`config.mk`:
```
export PLATFORM = sky130hd
export DESIGN_NAME = mem_arb_flat
export DESIGN_NICKNAME = d
export VERILOG_FILES = /design/src/rtl/mem_arb_pkg.sv /design/src/rtl/mem_arb_if.sv /design/src/rtl/mem_arb_pick.sv /design/src/rtl/mem_arb.sv /design/src/flat_wrapper.sv
export SDC_FILE = /design/constraint.sdc
export NUM_CORES = 1
export LEC_CHECK = 0
export ABC_AREA = 1
export CORE_AREA = 2 2 118 120
export CTS_BUF_LIST = sky130_fd_sc_hd__clkbuf_2 sky130_fd_sc_hd__clkbuf_4 sky130_fd_sc_hd__clkbuf_8
export CTS_CLUSTER_DIAMETER = 120
export DETAILED_ROUTE_END_ITERATION = 10
export DIE_AREA = 0 0 120 122
export PLACE_DENSITY = 0.77
export RECOVER_POWER = 25
export REMOVE_ABC_BUFFERS = 1
export SYNTH_ARGS = -nofsm -noshare
export SYNTH_HDL_FRONTEND = slang
export SYNTH_HIERARCHICAL = 1
export SYNTH_SLANG_ARGS = --single-unit
```
`constraint.sdc`:
```
create_clock -name clk -period 3.75 [get_ports clk]
set_input_delay 0.9375 -clock clk [delete_from_list [all_inputs] [get_ports clk]]
set_output_delay 0.9375 -clock clk [all_outputs]
set_load 0.05 [all_outputs]
```
`src/rtl/mem_arb_pkg.sv`:
```
// Shared types for the fetch/load-store memory arbiter: FSM state encoding and port indices.
// Round-robin arbitration is enabled by defining MEM_ARB_RR_EN.
package mem_arb_pkg;

    typedef enum logic [1:0] {
        IDLE   = 2'd0,
        BUSY_F = 2'd1,
        BUSY_D = 2'd2
    } arb_state_t;

    localparam logic PORT_F = 1'b0;
    localparam logic PORT_D = 1'b1;

endpackage

```
`src/rtl/mem_arb_if.sv`:
```
// Bus bundle between the fetch port, the load/store port, the memory and the arbiter.
// slave = arbiter side, master = the surrounding core/memory side.
interface mem_arb_if #(
    parameter int DATA_WIDTH = 32,
    parameter int ADDR_WIDTH = 32
);

    logic                  f_req;
    logic [ADDR_WIDTH-1:0] f_addr;
    logic                  f_gnt;
    logic                  f_rvalid;
    logic [DATA_WIDTH-1:0] f_rdata;

    logic                  d_req;
    logic                  d_we;
    logic [ADDR_WIDTH-1:0] d_addr;
    logic [DATA_WIDTH-1:0] d_wdata;
    logic                  d_gnt;
    logic                  d_rvalid;
    logic [DATA_WIDTH-1:0] d_rdata;

    logic                  mem_req;
    logic                  mem_we;
    logic [ADDR_WIDTH-1:0] mem_addr;
    logic [DATA_WIDTH-1:0] mem_wdata;
    logic                  mem_ack;
    logic [DATA_WIDTH-1:0] mem_rdata;

    modport slave (
        input  f_req, f_addr,
        input  d_req, d_we, d_addr, d_wdata,
        input  mem_ack, mem_rdata,
        output f_gnt, f_rvalid, f_rdata,
        output d_gnt, d_rvalid, d_rdata,
        output mem_req, mem_we, mem_addr, mem_wdata
    );

    modport master (
        output f_req, f_addr,
        output d_req, d_we, d_addr, d_wdata,
        output mem_ack, mem_rdata,
        input  f_gnt, f_rvalid, f_rdata,
        input  d_gnt, d_rvalid, d_rdata,
        input  mem_req, mem_we, mem_addr, mem_wdata
    );

endinterface

```
`src/rtl/mem_arb_pick.sv`:
```
// Combinational winner selection between the fetch and load/store requesters.
// With MEM_ARB_RR_EN defined, ties alternate using last_owner; otherwise D always wins a tie.
module mem_arb_pick
    import mem_arb_pkg::*;
(
    input  logic f_req,
    input  logic d_req,
`ifdef MEM_ARB_RR_EN
    input  logic last_owner,
`endif
    output logic pick_valid,
    output logic pick_port
);

    // A lone requester always wins; only a tie consults the policy
    always_comb begin
        pick_valid = f_req | d_req;
        pick_port  = PORT_D;
        if (f_req && d_req) begin
`ifdef MEM_ARB_RR_EN
            pick_port = (last_owner == PORT_D) ? PORT_F : PORT_D;
`else
            pick_port = PORT_D;
`endif
        end else if (f_req) begin
            pick_port = PORT_F;
        end
    end

endmodule

```
`src/rtl/mem_arb.sv`:
```
// Arbiter sharing one memory port between instruction fetch (F) and load/store (D).
// Define MEM_ARB_RR_EN for round-robin tie breaking; default is fixed D-over-F priority.
module mem_arb
    import mem_arb_pkg::*;
#(
    parameter int DATA_WIDTH = 32,
    parameter int ADDR_WIDTH = 32
) (
    input  logic     clk,
    input  logic     rst,
    mem_arb_if.slave bus,
    output logic     busy
);

    arb_state_t            state_q;
    arb_state_t            state_d;
    logic                  pick_valid;
    logic                  pick_port;
    logic                  grant;

    logic [ADDR_WIDTH-1:0] addr_q;
    logic                  we_q;
    logic [DATA_WIDTH-1:0] wdata_q;
    logic [DATA_WIDTH-1:0] f_rdata_q;
    logic [DATA_WIDTH-1:0] d_rdata_q;
    logic                  f_rvalid_q;
    logic                  d_rvalid_q;

`ifdef MEM_ARB_RR_EN
    logic                  last_owner_q;
`endif

    mem_arb_pick u_pick (
        .f_req      (bus.f_req),
        .d_req      (bus.d_req),
`ifdef MEM_ARB_RR_EN
        .last_owner (last_owner_q),
`endif
        .pick_valid (pick_valid),
        .pick_port  (pick_port)
    );

    assign grant = (state_q == IDLE) && pick_valid;

    always_ff @(posedge clk) begin
        if (rst) begin
            state_q <= IDLE;
        end else begin
            state_q <= state_d;
        end
    end

    always_comb begin
        state_d = state_q;
        case (state_q)
            IDLE: begin
                if (pick_valid) begin
                    state_d = (pick_port == PORT_D) ? BUSY_D : BUSY_F;
                end
            end
            BUSY_F, BUSY_D: begin
                if (bus.mem_ack) begin
                    state_d = IDLE;
                end
            end
            default: state_d = IDLE;
        endcase
    end

    // Command fields are frozen at grant so the memory sees them stable until ack
    always_ff @(posedge clk) begin
        if (rst) begin
            addr_q       <= '0;
            we_q         <= 1'b0;
            wdata_q      <= '0;
            f_rdata_q    <= '0;
            d_rdata_q    <= '0;
            f_rvalid_q   <= 1'b0;
            d_rvalid_q   <= 1'b0;
`ifdef MEM_ARB_RR_EN
            last_owner_q <= PORT_F;
`endif
        end else begin
            f_rvalid_q <= 1'b0;
            d_rvalid_q <= 1'b0;
            if (grant) begin
                if (pick_port == PORT_D) begin
                    addr_q  <= bus.d_addr;
                    we_q    <= bus.d_we;
                    wdata_q <= bus.d_wdata;
                end else begin
                    addr_q  <= bus.f_addr;
                    we_q    <= 1'b0;
                    wdata_q <= '0;
                end
`ifdef MEM_ARB_RR_EN
                last_owner_q <= pick_port;
`endif
            end
            if (bus.mem_ack && (state_q == BUSY_F)) begin
                f_rdata_q  <= bus.mem_rdata;
                f_rvalid_q <= 1'b1;
            end
            if (bus.mem_ack && (state_q == BUSY_D)) begin
                d_rdata_q  <= bus.mem_rdata;
                d_rvalid_q <= 1'b1;
            end
        end
    end

    always_comb begin
        bus.f_gnt   = 1'b0;
        bus.d_gnt   = 1'b0;
        bus.mem_req = 1'b0;
        busy        = 1'b0;
        case (state_q)
            IDLE: begin
                bus.f_gnt = pick_valid && (pick_port == PORT_F);
                bus.d_gnt = pick_valid && (pick_port == PORT_D);
            end
            BUSY_F, BUSY_D: begin
                bus.mem_req = 1'b1;
                busy        = 1'b1;
            end
            default: ;
        endcase
        bus.mem_we    = bus.mem_req & we_q;
        bus.mem_addr  = addr_q;
        bus.mem_wdata = wdata_q;
        bus.f_rvalid  = f_rvalid_q;
        bus.f_rdata   = f_rdata_q;
        bus.d_rvalid  = d_rvalid_q;
        bus.d_rdata   = d_rdata_q;
    end

endmodule

```
`src/flat_wrapper.sv`:
```
// flat-port wrapper written by rule: the top's interface ports become plain ports
module mem_arb_flat import mem_arb_pkg::*;
#(
    parameter int DATA_WIDTH = 32,
    parameter int ADDR_WIDTH = 32
)
  (clk, rst, busy, bus_f_req, bus_f_addr, bus_d_req, bus_d_we, bus_d_addr, bus_d_wdata, bus_mem_ack, bus_mem_rdata, bus_f_gnt, bus_f_rvalid, bus_f_rdata, bus_d_gnt, bus_d_rvalid, bus_d_rdata, bus_mem_req, bus_mem_we, bus_mem_addr, bus_mem_wdata);
  mem_arb_if #(.DATA_WIDTH(DATA_WIDTH), .ADDR_WIDTH(ADDR_WIDTH)) bus_i ();
  input  logic clk;
  input  logic rst;
  output logic busy;
  input wire logic [$bits(bus_i.f_req)-1:0] bus_f_req;
  input wire logic [$bits(bus_i.f_addr)-1:0] bus_f_addr;
  input wire logic [$bits(bus_i.d_req)-1:0] bus_d_req;
  input wire logic [$bits(bus_i.d_we)-1:0] bus_d_we;
  input wire logic [$bits(bus_i.d_addr)-1:0] bus_d_addr;
  input wire logic [$bits(bus_i.d_wdata)-1:0] bus_d_wdata;
  input wire logic [$bits(bus_i.mem_ack)-1:0] bus_mem_ack;
  input wire logic [$bits(bus_i.mem_rdata)-1:0] bus_mem_rdata;
  output wire logic [$bits(bus_i.f_gnt)-1:0] bus_f_gnt;
  output wire logic [$bits(bus_i.f_rvalid)-1:0] bus_f_rvalid;
  output wire logic [$bits(bus_i.f_rdata)-1:0] bus_f_rdata;
  output wire logic [$bits(bus_i.d_gnt)-1:0] bus_d_gnt;
  output wire logic [$bits(bus_i.d_rvalid)-1:0] bus_d_rvalid;
  output wire logic [$bits(bus_i.d_rdata)-1:0] bus_d_rdata;
  output wire logic [$bits(bus_i.mem_req)-1:0] bus_mem_req;
  output wire logic [$bits(bus_i.mem_we)-1:0] bus_mem_we;
  output wire logic [$bits(bus_i.mem_addr)-1:0] bus_mem_addr;
  output wire logic [$bits(bus_i.mem_wdata)-1:0] bus_mem_wdata;
  assign bus_i.f_req = bus_f_req;
  assign bus_i.f_addr = bus_f_addr;
  assign bus_i.d_req = bus_d_req;
  assign bus_i.d_we = bus_d_we;
  assign bus_i.d_addr = bus_d_addr;
  assign bus_i.d_wdata = bus_d_wdata;
  assign bus_i.mem_ack = bus_mem_ack;
  assign bus_i.mem_rdata = bus_mem_rdata;
  assign bus_f_gnt = bus_i.f_gnt;
  assign bus_f_rvalid = bus_i.f_rvalid;
  assign bus_f_rdata = bus_i.f_rdata;
  assign bus_d_gnt = bus_i.d_gnt;
  assign bus_d_rvalid = bus_i.d_rvalid;
  assign bus_d_rdata = bus_i.d_rdata;
  assign bus_mem_req = bus_i.mem_req;
  assign bus_mem_we = bus_i.mem_we;
  assign bus_mem_addr = bus_i.mem_addr;
  assign bus_mem_wdata = bus_i.mem_wdata;
  mem_arb #(.DATA_WIDTH(DATA_WIDTH), .ADDR_WIDTH(ADDR_WIDTH)) u_core (.clk(clk), .rst(rst), .bus(bus_i), .busy(busy));
endmodule
```
# Word-level counts from Yosys, hierarchy flattened
# Index checks and enable logic that the tools add are counted.
[op_classes] n_eq_ne=4 n_mux=14 bitwise=3 reduce_logical=9
[op_table] operator="32-bit two-way mux" n=2
[op_table] operator="1-bit two-way mux" n=8
[op_table] operator="1-bit logical AND" n=6
[op_table] operator="2-bit two-way mux" n=3
[op_table] operator="2-bit one-hot mux with 2 select lines" n=1
[op_table] operator="2-bit by 1-bit == test with 1-bit output, second input constant" n=1
[op_table] operator="2-bit == test, second input constant" n=1
[op_table] operator="2-bit zero test" n=1
[op_table] operator="2-bit by 1-bit != test with 1-bit output, second input constant" n=1
[op_table] operator="2-bit != test, second input constant" n=1
[op_table] operator="2-bit AND reduction" n=1
[op_table] operator="2-bit OR reduction" n=1
[op_table] operator="1-bit bitwise AND" n=1
[op_table] operator="1-bit NOT" n=1
[op_table] operator="1-bit OR" n=1
[word_totals] ff_bits=133 in_bits=134 output_inout_bits=135 elab_cells=38

# Depth between registers and ports, before layout
# Gate-level depths: netlist (run 1).
[depth] ltp_word=5 ltp_mapped=9 mapped_depth_nobuf=8

# Hierarchy
# Netlist (run 1), hierarchy kept.
[modules_own_cells] mod="mem_arb" instances=1 cells_per_inst=730 area_each_um2=5225.0 seq_area_each_um2=2662.6
[modules_own_cells] mod="mem_arb_pick" instances=1 cells_per_inst=4 area_each_um2=15.0 seq_area_each_um2=0.0

# Worst setup path before layout (run 1)
# Ideal clock, no wire load.
[synth_path] path_type="input-to-output" from="in bus_d_req" to="out bus_d_gnt" t_arrival_ns=2.030 required_ns=2.812 path_slack_ns=0.783 cell_stages=6 path_buffers=2 cell_sequence="inv_1 > nand2_1 > buf_4 > buf_2 > nand2_1 > nor2_1"
[synth_via] elab_chain_len=4 word_cells_on_any_way=5 classes_between="mux (2); bitwise (1); reduce/logical (2)"
[synth_rtl] item="from (decl)" line_no="flat_wrapper.sv:14" source="input wire logic [$bits(bus_i.d_req)-1:0] bus_d_req;"
[synth_rtl] item="1-bit logical AND" line_no="mem_arb_pick.sv:19" source="if (f_req && d_req) begin"
[synth_rtl] item="1-bit two-way mux" line_no="mem_arb_pick.sv:19"
[synth_rtl] item="net u_core.pick_port" line_no="mem_arb.sv:18" source="logic pick_port;"
[synth_rtl] item="1-bit logical AND" line_no="mem_arb.sv:119" source="bus.d_gnt = pick_valid && (pick_port == PORT_D);"
[synth_rtl] item="1-bit two-way mux" line_no="mem_arb.sv:116" source="case (state_q)"
[synth_rtl] item="to (decl)" line_no="flat_wrapper.sv:23" source="output wire logic [$bits(bus_i.d_gnt)-1:0] bus_d_gnt;"
# The timed path passes the listed nets, and every way through them passes these cells.

# Worst setup path in the final report (run 1)
[layout_path] from="in bus_f_req" to="out bus_f_gnt"
[layout_via] word_cells_on_any_way=7 classes_between="mux (3); bitwise (2); reduce/logical (2)"
[layout_lines] item="from (decl)" line_no="flat_wrapper.sv:12" source="input wire logic [$bits(bus_i.f_req)-1:0] bus_f_req;"
[layout_lines] item="1-bit OR" line_no="mem_arb_pick.sv:17" source="pick_valid = f_req | d_req;"
[layout_lines] item="net u_core.pick_valid" line_no="mem_arb.sv:17" source="logic pick_valid;"
[layout_lines] item="1-bit logical AND" line_no="mem_arb.sv:118" source="bus.f_gnt = pick_valid && (pick_port == PORT_F);"
[layout_lines] item="1-bit two-way mux" line_no="mem_arb.sv:116"
[layout_lines] item="to (decl)" line_no="flat_wrapper.sv:20" source="output wire logic [$bits(bus_i.f_gnt)-1:0] bus_f_gnt;"
# The timed path passes the listed nets, and every way through them passes these cells.

==> impl_metrics.tcl, run 1 <==
set metrics [dict create \
    status "complete, no violations" \
    die_y_um 122 \
    htree_levels 4 \
    finalHoldViolCount 0 \
    fin_skew_ps 13.07 \
    setup_viol 0 \
    layout-drive-gt1-share_pct 4.527 \
    final_nets 1120 \
    track_usage_pct 21.60 \
    fin_crit_sh_pct 82.80 \
    drtIter0Drc 338 \
    place_ws_ps 734.0 \
    vdd_ir_drop_max_v 0.0002585 \
    ys_top_cells_by_area "dfxtp_1, nor2_1, nand2_1" \
    worst_pin_slew_ps 1407 \
    cts_setup_buffers 0 \
    seq_area_frac_synth_pct 50.81 \
    p_per_area_nw_per_um2 563.6 \
    drcViolationCount 0 \
    fin_area_um2 8412 \
    grt_start_max_net_pins 69 \
    cts-resized-gates 0 \
    wl_per_cell_um 13.37 \
    cp_data_required_time_ps 2810 \
    place_area_um2 7966 \
    netlist_area_um2 5240 \
    yosysWarnings 6 \
    gp_congestion 0.8579 \
    tns_ps 0 \
    hold_buffers 0 \
    fmax_mhz 322.1 \
    fin_crit_ps 3105 \
    dp_hpwl_um 11090 \
    netlist.area_leader.share_pct 50.81 \
    routed_wl_um 15700 \
    worstPathArrival_ps 2170 \
    n_fill_cell 1238 \
    dr_total_vias 5364 \
    clock_latency_ps 430 \
    slowest_stage "dlygate4sd3_1" \
    crit_chain "dlygate4sd3_1, inv_1, nand2_1, inv_1, nor2_1, buf_12" \
    p_leak_nw 3.539 \
    die-area_um2 14640 \
    final_common_cell "clkdlybuf4s50_1" \
    cts_made_buffers 17 \
    grt_pass1_vias 4953 \
    crit_fanout 3 \
    grt_remaining_overflow 0 \
    io_buffers 268 \
    clkTransAtPathRegs_ps 70 \
    min_path_type "reg2reg" \
    start_util_pct 38.80 \
    cp_common_cell "inv_1" \
    layout_setup_ws_ps 645.1 \
    synth_cell_type_count 19 \
    critPathKind "in2out" \
    rsz0062_at_grt "false" \
    ant_nets 0 \
    relSlewSlack_pct 6.219 \
    syn_inst 734 \
    design.core.area_um2 13500 \
    slowest_delay_ps 540 \
    yosys.area.top_type "dfxtp_1" \
    antenna_found_initial 0 \
    antennaDiodeCount 0 \
    cts_sinks 133 \
    finalNonFillerCells 1174 \
    pin_count 269 \
    syn2layout_area_growth_pct 60.53 \
    ys_seq_elements 133 \
    end_kind "output pin" \
    final_cell_mix "clkdlybuf4s50_1, nor2_1, nand2_1" \
    critPathLaunchType "input pin" \
    maxSlewViolCount 0 \
    avgSynthCellArea_um2 7.139 \
    die-width_um 120 \
    root_buffer "clkbuf_8" \
    rows 43 \
    maxCapViolations 0 \
    cts.path.max_buffers 2 \
    cts_tree "yes" \
    drt-pass1-iter-count 4 \
    place_inst 1143 \
    via_per_inst 4.569 \
    grt_pass1_wl_um 24900 \
]
[routing by layer]
layer,routed length [um],vias to the layer above,GRT usage (%)
li1,-,2760,-
met1,6556,2371,24.75
met2,7474,217,37.04
met3,1446,16,8.146
met4,225,0,7.353
met5,0,-,0
[kinds of logic (layout without fill, tap and decap cells)]
family	count (synthesis)	after routing	synth area share, %
AO/OA/AOI/OAI	99	99	9.456
adder cells (fa/ha/maj)	4	4	0.9551
buffers and inverters	91	351	8.381
flip-flops	133	133	50.81
AND/OR/NAND/NOR	407	407	30.40
[worst max-delay path, delay by kind of cell]
| family | cells | cell delay, ps |
|---|---|---|
| buffers and inverters | 4 | 860 |
| AND/OR/NAND/NOR | 2 | 370 |
[report_power, final]
part / switching [W] / internal, W
clock: 0.000563 / 0.000805
combinational: 0.00111 / 0.000591
sequential: 0.0000872 / 0.00159
[flip-flops by register name, summed over array words and instances (netlist names)]
name,cells
u_core/state_q,2
u_core/bus.f_rvalid,1
u_core/bus.mem_addr,32
u_core/bus.d_rvalid,1
u_core/bus.d_rdata,32
u_core/bus.f_rdata,32
u_core/we_q,1
u_core/bus.mem_wdata,32
[cells in the mapped netlist]
cell type,count
a21oi_1,35
buf_1,3
buf_2,18
buf_4,7
buf_6,5
clkbuf_1,9
clkbuf_2,5
dfxtp_1,133
ha_1,4
inv_1,41
inv_2,1
inv_4,2
nand2_1,175
nand2_4,1
nand3_1,33
nor2_1,197
nor2_8,1
o21ai_0,56
o21ai_1,8
[per-stage QoR]
step                power, W  util [%]  hold slack (ps)
finish              0.004741     62.29            466.3
floorplan           0.002745         -            439.5
global route        0.004979     62.29            484.6
global placement    0.003400     58.99            450.9
CTS                 0.004785     62.35            466.3
detailed placement  0.003415     58.99            454.7
[cell type report]
cell class / count / area [um^2] / share of cell area (%)
Clock buffer: 18 / 247.7 / 2.945
Inverter: 44 / 170.2 / 2.023
Tap cell: 180 / 225.2 / 2.677
Sequential cell: 133 / 2663 / 31.65
Timing Repair Buffer: 276 / 2763 / 32.84
Multi-Input combinational cell: 510 / 2138 / 25.42
Clock inverter: 13 / 205.2 / 2.439
[worst paths after layout]
kind,startpoint,to,slack [ps],depth (start not counted)
min reg2reg,u_core/bus.mem_wdata[12],u_core/bus.mem_wdata[12],470,2
max reg2reg,u_core/state_q[1],u_core/bus.f_rdata[4],1230,8
min,u_core/bus.mem_wdata[12],u_core/bus.mem_wdata[12],470,2
max,bus_f_req,bus_f_gnt,650,6
Note: power is estimated with default switching activity, not from simulation.
==> inputs of run 2 (changes only) <==
- clock period: 3.75 -> 3.1 ns (I/O delays scaled with it)
==> run 2 against run 1 <==
  * Cell count is 0.60% higher
  * Cell area rose by 0.24%
  * Combinational power up 22%
  * Sequential power is 21% higher
  * Wire length up 1.6%
  * Clock power up 17%
  * Register-to-register slack worse by 370 ps
  * Clock-buffer cell count up 2
  * Critical endpoint is now bus_mem_we
  * Largest cell class unchanged
  * Highest routed layer unchanged
==> impl_metrics.tcl, run 2 (synthesis gave the netlist of run 1 again) <==
set metrics [dict create \
    status "complete, no violations" \
    ff2ff_setup_slack_ps 860 \
    critPathKind "reg2out" \
    htree_levels 4 \
    relSlewSlack_pct 8.546 \
    rows 43 \
    via_per_inst 4.583 \
    crit_fanout 4 \
    maxCapViolations 0 \
    r2r_cells 6 \
    root_buffer "clkbuf_8" \
    final_cell_mix "clkdlybuf4s50_1, nor2_1, nand2_1" \
    p_leak_nw 3.566 \
    drtIter0Drc 282 \
    final_nets 1126 \
    dp_hpwl_um 11440 \
    antenna_found_initial 0 \
    place_ws_ps 388.5 \
    rsz0062_at_grt "false" \
    clkTransAtPathRegs_ps 70 \
    cp_data_required_time_ps 2320 \
    final_common_cell "clkdlybuf4s50_1" \
    postLayoutCoreUtil_pct 62.44 \
    fin_crit_sh_pct 96.09 \
    critPathLaunchType "register" \
    routed_wl_um 15960 \
    hold_buffers 0 \
    die-area_um2 14640 \
    tns_ps 0 \
    die_y_um 122 \
    min_from "u_core/bus.mem_wdata[20]" \
    drt-pass1-iter-count 4 \
    vdd_ir_drop_max_v 0.0004180 \
    maxSlewViolCount 0 \
    dr_total_vias 5413 \
    reg2reg_to "u_core/bus.f_rdata[0]" \
    pin_count 269 \
    hold_end "u_core/bus.mem_wdata[20]" \
    cts-resized-gates 0 \
    cts_sinks 133 \
    grt_pass1_vias 5104 \
    syn2layout_area_growth_pct 60.91 \
    clock_latency_ps 450 \
    cts_setup_buffers 0 \
    setup_viol 0 \
    grt_pass1_wl_um 24900 \
    min_path_type "reg2reg" \
    fmax_mhz 335.7 \
    cts.path.max_buffers 2 \
    worst_pin_slew_ps 1372 \
    fin_area_um2 8432 \
    layout-drive-gt1-share_pct 5.195 \
    gp_congestion 0.8490 \
    start_util_pct 38.80 \
    place_inst 1149 \
    io_buffers 268 \
    end_kind "output pin" \
    rr_startpoint "u_core/state_q[1]" \
    fin_skew_ps 11.75 \
    fin_crit_ps 2979 \
    layout_setup_ws_ps 121.2 \
    grt_start_max_net_pins 69 \
    p_per_area_nw_per_um2 675.9 \
    place_area_um2 7999 \
    die-width_um 120 \
    design.core.area_um2 13500 \
    whs_path_depth 2 \
    cts_tree "yes" \
    ant_nets 0 \
    n_fill_cell 1242 \
    worstPathArrival_ps 2200 \
    finalNonFillerCells 1181 \
    grt_remaining_overflow 0 \
    track_usage_pct 21.80 \
    drcViolationCount 0 \
    cts_made_buffers 17 \
    finalHoldViolCount 0 \
    wl_per_cell_um 13.51 \
    antennaDiodeCount 0 \
]
## run 2: changes by cell type in the layout (fill, tap and decap cells not counted)
| cell | delta |
|---|---|
| buf_4 | +7 |
| clkbuf_4 | +2 |
| clkinv_4 | +2 |
| clkinvlp_4 | -2 |
| buf_12 | -1 |
| bufinv_16 | -1 |
## run 2: worst max-delay path by stage
stage | startpoint | endpoint | cells after the start
4_1_cts | u_core/state_q[0] | bus_mem_we | 5
5_1_grt | u_core/state_q[0] | bus_mem_we | 5
6_report | u_core/state_q[0] | bus_mem_we | 5
3_3_place_gp | bus_f_req | bus_d_gnt | 6
2_1_floorplan | bus_d_req | bus_f_gnt | 5
3_5_place_dp | bus_f_req | bus_f_gnt | 6
## run 2: layout make-up
cell class	count	area [um^2]	share of cell area, %
clock buffer	20	262.8	3.116
clock inverter	12	177.7	2.107
inverter	44	170.2	2.018
multi-input combinational	510	2138	25.36
sequential	133	2663	31.58
tap	180	225.2	2.671
timing repair buffer	282	2795	33.15
## run 2: worst max-delay path: stages (launching register included)
cell	delay, ps
dfxtp_1	370
inv_1	90
ha_1	370
nand2_1	70
inv_1	50
clkdlybuf4s50_1	820
## run 2: routing by layer
metal	routed length, um	track usage [%]
met5	0	0
met1	6428	23.64
met3	1698	10.53
met4	246	7.574
met2	7586	37.22
## run 2: where the power goes
part           internal [W]  switching (W)  total (W)  leakage [nW]
sequential          0.00192       0.000105    0.00202          1.09
clock              0.000917       0.000681    0.00160         0.224
combinational      0.000724        0.00135    0.00208          2.25
## run 2: stage by stage
stage                     hold slack (ps)  total power (W)
after CTS                           468.2         0.005753
after detailed placement            456.7         0.004149
after global routing                479.4         0.005978
after global placement              450.8         0.004124
after floorplan                     439.5         0.003320
final                               466.9         0.005699
